--- src/rtl/osc_freq_monitor.sv ---
// Counts rising edges of an asynchronous measured clock over a fixed clk-timed gate
// window and classifies the count against an expected range.
//
// state | meaning
// IDLE  | waiting for start
// GATE  | window open, counting synchronised meas_in edges
// DONE  | one cycle: result presented with count_valid
module osc_freq_monitor #(
  parameter int unsigned GATE_CYCLES = 50000,
  parameter int unsigned CNT_WIDTH   = 24,
  parameter int unsigned EXPECT_MIN  = 900,
  parameter int unsigned EXPECT_MAX  = 1100
) (
  input  logic                 clk,
  input  logic                 rst,
  input  logic                 meas_in,
  input  logic                 start,
  input  logic                 continuous,
  output logic                 busy,
  output logic                 count_valid,
  output logic [CNT_WIDTH-1:0] count_out,
  output logic                 freq_ok,
  output logic                 freq_low,
  output logic                 freq_high,
  output logic                 no_clock
);

  localparam int unsigned GW = (GATE_CYCLES > 1) ? $clog2(GATE_CYCLES) : 1;
  localparam logic [GW-1:0] GATE_LAST = GW'(GATE_CYCLES - 1);
  localparam logic [CNT_WIDTH-1:0] CNT_MAX = '1;

  typedef enum logic [1:0] {
    IDLE = 2'd0,
    GATE = 2'd1,
    DONE = 2'd2
  } state_t;

  state_t state, state_next;

  logic meas_s1, meas_s2, meas_s3;
  logic meas_edge;

  logic [GW-1:0]        gate_cnt;
  logic [CNT_WIDTH-1:0] edge_cnt;
  logic [CNT_WIDTH-1:0] edge_cnt_inc;
  logic [31:0]          result_ext;
  logic                 gate_last;
  logic                 clear_cnt;
  logic                 result_load;

  // meas_s1/meas_s2 form the synchroniser; meas_s3 only serves the edge detector.
  always_ff @(posedge clk) begin
    if (rst) begin
      meas_s1 <= 1'b0;
      meas_s2 <= 1'b0;
      meas_s3 <= 1'b0;
    end else begin
      meas_s1 <= meas_in;
      meas_s2 <= meas_s1;
      meas_s3 <= meas_s2;
    end
  end

  assign meas_edge = meas_s2 & ~meas_s3;

  assign gate_last    = (gate_cnt == GATE_LAST);
  assign edge_cnt_inc = (meas_edge && (edge_cnt != CNT_MAX)) ? edge_cnt + CNT_WIDTH'(1)
                                                              : edge_cnt;
  assign result_ext   = 32'(edge_cnt_inc);

  always_ff @(posedge clk) begin
    if (rst) begin
      state <= IDLE;
    end else begin
      state <= state_next;
    end
  end

  always_comb begin
    state_next  = state;
    clear_cnt   = 1'b0;
    result_load = 1'b0;
    busy        = 1'b0;
    count_valid = 1'b0;
    case (state)
      IDLE: begin
        if (start) begin
          state_next = GATE;
          clear_cnt  = 1'b1;
        end
      end
      GATE: begin
        busy = 1'b1;
        if (gate_last) begin
          state_next  = DONE;
          result_load = 1'b1;
        end
      end
      DONE: begin
        count_valid = 1'b1;
        if (continuous) begin
          state_next = GATE;
          clear_cnt  = 1'b1;
        end else begin
          state_next = IDLE;
        end
      end
      default: begin
        state_next = IDLE;
      end
    endcase
  end

  always_ff @(posedge clk) begin
    if (rst) begin
      gate_cnt <= '0;
      edge_cnt <= '0;
    end else if (clear_cnt) begin
      gate_cnt <= '0;
      edge_cnt <= '0;
    end else if (state == GATE) begin
      if (!gate_last) begin
        gate_cnt <= gate_cnt + GW'(1);
      end
      edge_cnt <= edge_cnt_inc;
    end
  end

  // The result is captured on the last gate cycle, including that cycle's edge, so it
  // is already stable on the outputs while count_valid is high in DONE.
  always_ff @(posedge clk) begin
    if (rst) begin
      count_out <= '0;
      freq_ok   <= 1'b0;
      freq_low  <= 1'b0;
      freq_high <= 1'b0;
      no_clock  <= 1'b0;
    end else if (result_load) begin
      count_out <= edge_cnt_inc;
      freq_low  <= (result_ext < EXPECT_MIN);
      freq_high <= (result_ext > EXPECT_MAX);
      freq_ok   <= (result_ext >= EXPECT_MIN) && (result_ext <= EXPECT_MAX);
      no_clock  <= (edge_cnt_inc == '0);
    end
  end

endmodule

--- config.mk ---
export PLATFORM = sky130hd
export DESIGN_NAME = osc_freq_monitor
export DESIGN_NICKNAME = d
export VERILOG_FILES = /design/src/rtl/osc_freq_monitor.sv
export SDC_FILE = /design/constraint.sdc
export NUM_CORES = 1
export LEC_CHECK = 0
export CAP_MARGIN = 20
export CORE_ASPECT_RATIO = 1.1
export CORE_MARGIN = 5
export CORE_UTILIZATION = 30
export DETAILED_ROUTE_END_ITERATION = 6
export SLEW_MARGIN = 10
export SYNTH_ARGS = -nofsm -noshare
export SYNTH_HDL_FRONTEND = slang
export SYNTH_SLANG_ARGS = --single-unit
--- constraint.sdc ---
create_clock -name clk -period 3 [get_ports clk]
set_clock_uncertainty 0.05 [all_clocks]
set_input_delay 0.6 -clock clk [delete_from_list [all_inputs] [get_ports clk]]
set_output_delay 0.6 -clock clk [all_outputs]
set_load 0.01 [all_outputs]
---- After elaboration in Yosys (flattened, before gate mapping) ----
Cells that the tools add are included.
Widths: inputs -> output; s select.
cells by class
  add/sub/neg operators ................... 2
  mux-type cells .......................... 12
  order comparisons ....................... 4
  reductions and logical operators ........ 7
  bitwise operators ....................... 3
  equality and inequality tests ........... 6
operators with widths
  operator               number
  $add 24x1->24 const B  1
  $ge 24x10->1 const B   1
  $gt 24x11->1 const B   1
  $le 24x11->1 const B   1
  $logic_not 24->1       1
  $lt 24x10->1 const B   1
  $mux 24                1
  $ne 24x24->1 const B   1
  $add 16x1->16 const B  1
  $eq 16x16->1 const B   1
  $mux 1                 7
  $pmux 2 s3             1
  $mux 2                 2
  $ne 2x2->1 const B     2
  $reduce_and 2->1       2
  $eq 2x1->1 const B     1
  $eq 2x2->1 const B     1
  $logic_and 1x1->1      2
  $logic_not 2->1        1
  $not 1->1              2
  $pmux 1 s2             1
  $reduce_or 2->1        1
  $and 1x1->1            1
storage, ports and cells
  word-level logic and storage cells ...... 45
  output and inout port bits .............. 30
  bits of input ports ..................... 5
  register bits after elaboration ......... 73

---- Logic depth before layout (Yosys ltp) ----
Gate-level depths: netlist of run 1.
  depth in word-level cells ............... 6
  mapped depth ............................ 10
  depth with buffers taken out ............ 9

---- Worst setup path before layout of run 1 ----
OpenSTA, ideal clock, no wires.
  kind .................................... register -> register
  start point ............................. register edge_cnt[4]
  end point ............................... register freq_ok
  stages on the path, launching flop included .. 11
  required time ........................... 2.880 ns
  library setup time ...................... 0.070 ns
  arrival time ............................ 2.897 ns
  path buffers ............................ 2
  path slack .............................. -0.018 ns
  period minus slack after synthesis ...... 3.018 ns
  cells stage by stage .................... dfxtp_1 buf_2 nand3_1 or4_1 buf_6 nor4b_2 nand3_1 xnor2_1 nor4_2 or4b_1 a21oi_1
between the ends
  word-level cells in the longest chain between the ends .. 5
  elaborated cells on any way between the ends .. 7
  classes of those cells .................. add/sub: 1; order compare: 2; eq/ne: 1; mux: 1; reduce/logical: 2
RTL lines
  item                                                                   line  RTL
  start, declared                                                        44    logic [CNT_WIDTH-1:0] edge_cnt;
  start signal, assigned                                                 125   edge_cnt <= edge_cnt_inc;
  parallel branches: the longest is 2 deep, another holds $add 24x1->24  n/a
  $mux 24 *                                                              67    assign edge_cnt_inc = (meas_edge && (edge_cnt != CNT_MAX)) ? edge_cnt + CNT_WIDTH'(1)
  $ge 24x10->1 or $le 24x11->1 (tied branches)                           142   freq_ok <= (result_ext >= EXPECT_MIN) && (result_ext <= EXPECT_MAX);
  $logic_and 1x1->1 *                                                    142
  end signal, assigned                                                   142
  end, declared                                                          22    output logic freq_ok,
Mark *: on every way between the ends.
A chain may end at the register's enable or synchronous reset.

---- Worst setup path after layout of run 1 ----
  start point ............................. register edge_cnt[6]
  end point ............................... register freq_ok
The elaborated chain is that of the path after synthesis.

==> results of run 1 <==
==> flip-flops by register name, indices dropped and copies added (netlist names) <==
register / cells
count_out: 24
edge_cnt: 24
freq_high: 1
freq_low: 1
freq_ok: 1
gate_cnt: 16
meas_s1: 1
meas_s2: 1
meas_s3: 1
no_clock: 1
state: 2
==> metal layers <==
| metal | vias up | routed length, um | track usage (%) |
|---|---|---|---|
| met2 | 67 | 4500 | 21.6 |
| li1 | 1728 | - | - |
| met4 | 0 | 180 | 5.60 |
| met1 | 1555 | 4360 | 15.7 |
| met3 | 17 | 480 | 4.50 |
| met5 | - | 0 | 0 |
==> synth_stat cells (2+ instances only) <==
master    number  share of area [%]
nor2_1        71                7.0
nor2b_1        8                1.3
nand4_1        9                1.5
inv_1          2               0.20
nand2b_1       2               0.33
ha_1           2               0.66
and3_1         7                1.1
a31oi_1        3               0.49
nor3b_1        3               0.59
nand2_1       52                5.1
o22ai_1        2               0.33
clkbuf_1      18                1.8
nand4_2        2               0.66
nor4_2         3               0.98
buf_2         11                1.4
nor4b_1        3               0.69
dfxtp_1       73                 38
nor4_1         3               0.49
and4_1         4               0.92
xor2_1        29                6.7
mux2i_1        8                2.1
nor3_1        11                1.4
xnor2_1       23                5.3
o211ai_1       2               0.39
o21bai_1       2               0.39
o21ai_0        8                1.1
a21oi_1       24                3.2
nand3b_1       2               0.39
and2_1         5               0.82
or2_2          3               0.49
buf_4          2               0.39
a211oi_1      15                3.0
nand3_1       20                2.6
or3_1          7                1.1
==> power groups by stage <==
stage	Combinational (mW)	Sequential, mW	Clock [mW]
3_5_place_dp	0.0645	0.999	0
2_1_floorplan	0.0361	0.998	0
4_1_cts	0.0646	0.978	1.23
6_report	0.0630	0.978	1.20
3_3_place_gp	0.0636	0.998	0
5_1_grt	0.0698	0.978	1.27
==> area by class of cell <==
class / count / share of cell area (%)
sequential: 73 / 29.6
multi-input combinational: 356 / 44.9
tap: 157 / 3.98
clock buffer: 12 / 5.40
clock inverter: 4 / 1.50
inverter: 3 / 0.228
timing repair buffer: 83 / 14.4
==> stage by stage <==
stage	setup slack, ns	power (mW)
finish	0.157	2.24
global route	0.0218	2.32
CTS	0.114	2.27
detailed placement	0.139	1.06
global placement	0.188	1.06
floorplan	0.0728	1.03
==> path summary, 6_finish.rpt <==
path / startpoint / end / slack (ns) / depth (start not counted)
setup / recovery: edge_cnt[6]$_SDFFE_PP0P_ / freq_ok$_SDFFE_PP0P_ / 0.16 / 9
hold / removal: meas_s1$_SDFF_PP0_ / meas_s2$_SDFF_PP0_ / 0.38 / 1
setup reg to reg: edge_cnt[6]$_SDFFE_PP0P_ / freq_ok$_SDFFE_PP0P_ / 0.16 / 9
hold reg to reg: meas_s1$_SDFF_PP0_ / meas_s2$_SDFF_PP0_ / 0.38 / 1
==> worst reg2reg max path, stage by stage (launching register included) <==
cell and delay (ns):
dfxtp_1 0.34, nand3_1 0.17, or4_4 0.60, buf_4 0.20, o211ai_2 0.21, xor2_2 0.20, nor4_1 0.09, o31a_1 0.31
or4b_1 0.46, a21oi_1 0.15
==> cell families after synthesis <==
logic type,count (synthesis)
compound gates,66
fa+ha+maj,2
xor+xnor,53
mux,9
simple gates,226
flops,73
buf+inv,36
==> results_dict.tcl, run 1 <==
set metrics [dict create \
    router_iterations_before_antenna_repair 4 \
    clock_sink_count 73 \
    vias_in_the_first_global_route 3315 \
    grt-ovfl-total 0 \
    synth_compound_area_share_pct 11.5 \
    count_of_hold_buffers_inserted_by_post_cts_repair 0 \
    synth_cell_type_count 60 \
    layout_common_cells "dfxtp_1, nor2_1, nand2_1" \
    intPower_mw 1.79 \
    worstSetupEndpointType "flop" \
    clock_network_fraction_of_design_power_pct 53.5 \
    max_freq_mhz 352 \
    power.switching_fraction_pct 19.9 \
    cellLeakagePower_nw 1.70 \
    layout.area.seq_mm2 0.00146 \
    ant_nets 0 \
    layout.cells.most_common "dfxtp_1" \
    nNetsFinal 533 \
    power_density_mw_per_mm2 454 \
    ys_warn_count 0 \
    pin_count 35 \
    core_mm2 0.0125 \
    finalSetupViolations 0 \
    insertion_delay_ns 0.35 \
    worstSetupStartpointType "flop" \
    area_growth_syn_to_layout_pct 29.4 \
    drt_first_iter_violations 174 \
    syn_inst 465 \
    grt_pass1_wl_um 16000 \
    chipHeight_um 128 \
    pwr-share-comb_pct 2.8 \
    synth-simple-area-share_pct 30.5 \
    cts-buffers-inserted 9 \
    crit_required_ns 3.22 \
    timing.final.crit_period_ns 2.84 \
    path_max_fanout 7 \
    path_buf_inv 1 \
    worstSetupPathType "reg -> reg" \
    yosysSeqAreaShare_pct 38.3 \
    grt_start_max_net_pins 40 \
    switching_power_mw 0.445 \
    post_route_cells_drive_above_1_share_pct 16.4 \
    pwr-share-seq_pct 43.7 \
    timing.hold.ws_ns 0.383 \
    layout_worst_path_cycle_share_pct 94.8 \
    multiInputGateArea_mm2 0.00222 \
    synth.area.mux_share_pct 2.40 \
    port-buffer-count 34 \
    starting_density_pct 30.4 \
    design_area_mm2 0.00493 \
    worst_hold_path_type "reg -> reg" \
    synth_xor_area_share_pct 12.4 \
    wl_per_cell_um 13.8 \
    number_of_buffers_on_the_longest_clock_path 2 \
    placed_cell_area_mm2 0.00458 \
    grt_use_total_pct 13.1 \
    grt_antenna_before_repair 0 \
    dominantRegCellSynth "dfxtp_1" \
    async_reset_ff_share_pct 0 \
    worst_path_max_delay_cell "or4_4" \
    irDropWorstVdd_mv 0.420 \
    path_clk_slew_ns 0.05 \
    tightest_slew_ns 0.548 \
    finalWeightedCongestion 0.935 \
    std_cell_rows 43 \
    via_count 3367 \
    path_delay_family "simple AND/OR/NAND/NOR gates" \
    total_wirelength_um 9530 \
    timing.slew.headroom_pct 63.4 \
    synth_adder_area_share_pct 0.656 \
    dp_hpwl_um 7170 \
    cts.repair_timing.setup_buffer_count 0 \
    layoutNonFillerInstCount 688 \
    synth_top_family_by_area "simple AND/OR/NAND/NOR gates" \
    synth_enable_flop_cells 0 \
    synthesis.area_per_instance_um2 8.20 \
    area_of_the_die_mm2 0.0151 \
    clk_root_buffer_cell "clkbuf_16" \
    number_of_synthesized_register_bits 73 \
    diode_insertion_count_for_antenna_repair 0 \
    timing.critical_path.arrival_ns 3.06 \
    maxCapViolations 0 \
    setup_total_negative_slack_ns 0 \
    fillerInstances 1277 \
    detail_route.drc_violations 0 \
    mappedNetlistNets 472 \
    avgViaCountPerCell 4.89 \
    place_inst 672 \
    critical_path.cell_chain "nand3_1, or4_4, buf_4, o211ai_2, xor2_2, nor4_1, o31a_1, or4b_1, a21oi_1" \
    post_cts.resized_instances 0 \
    cts_max_level 3 \
    setup_repair_after_global_routing_missed_its_margin "no" \
    dieWidth_um 117 \
    finalHoldViolations 0 \
    tritoncts "yes" \
    delay_of_the_slowest_critical_path_stage_ns 0.60 \
    finalMaxSlewViolations 0 \
    syn-cell-area_mm2 0.00381 \
    outcome "complete, no violations" \
    final_core_utilization_pct 39.4 \
]
(Power assumes the default switching activity.)
==> run 2, diff against run 1 <==
- CAP_MARGIN: 20 -> unset
==> results of run 2 <==
The final DEF is identical to that of run 1; final timing and power are the same.
==> run 3, diff against run 2 <==
- TNS_END_PERCENT: unset -> 5
==> results of run 3 <==
The final DEF is identical to that of run 1; final timing and power are the same.
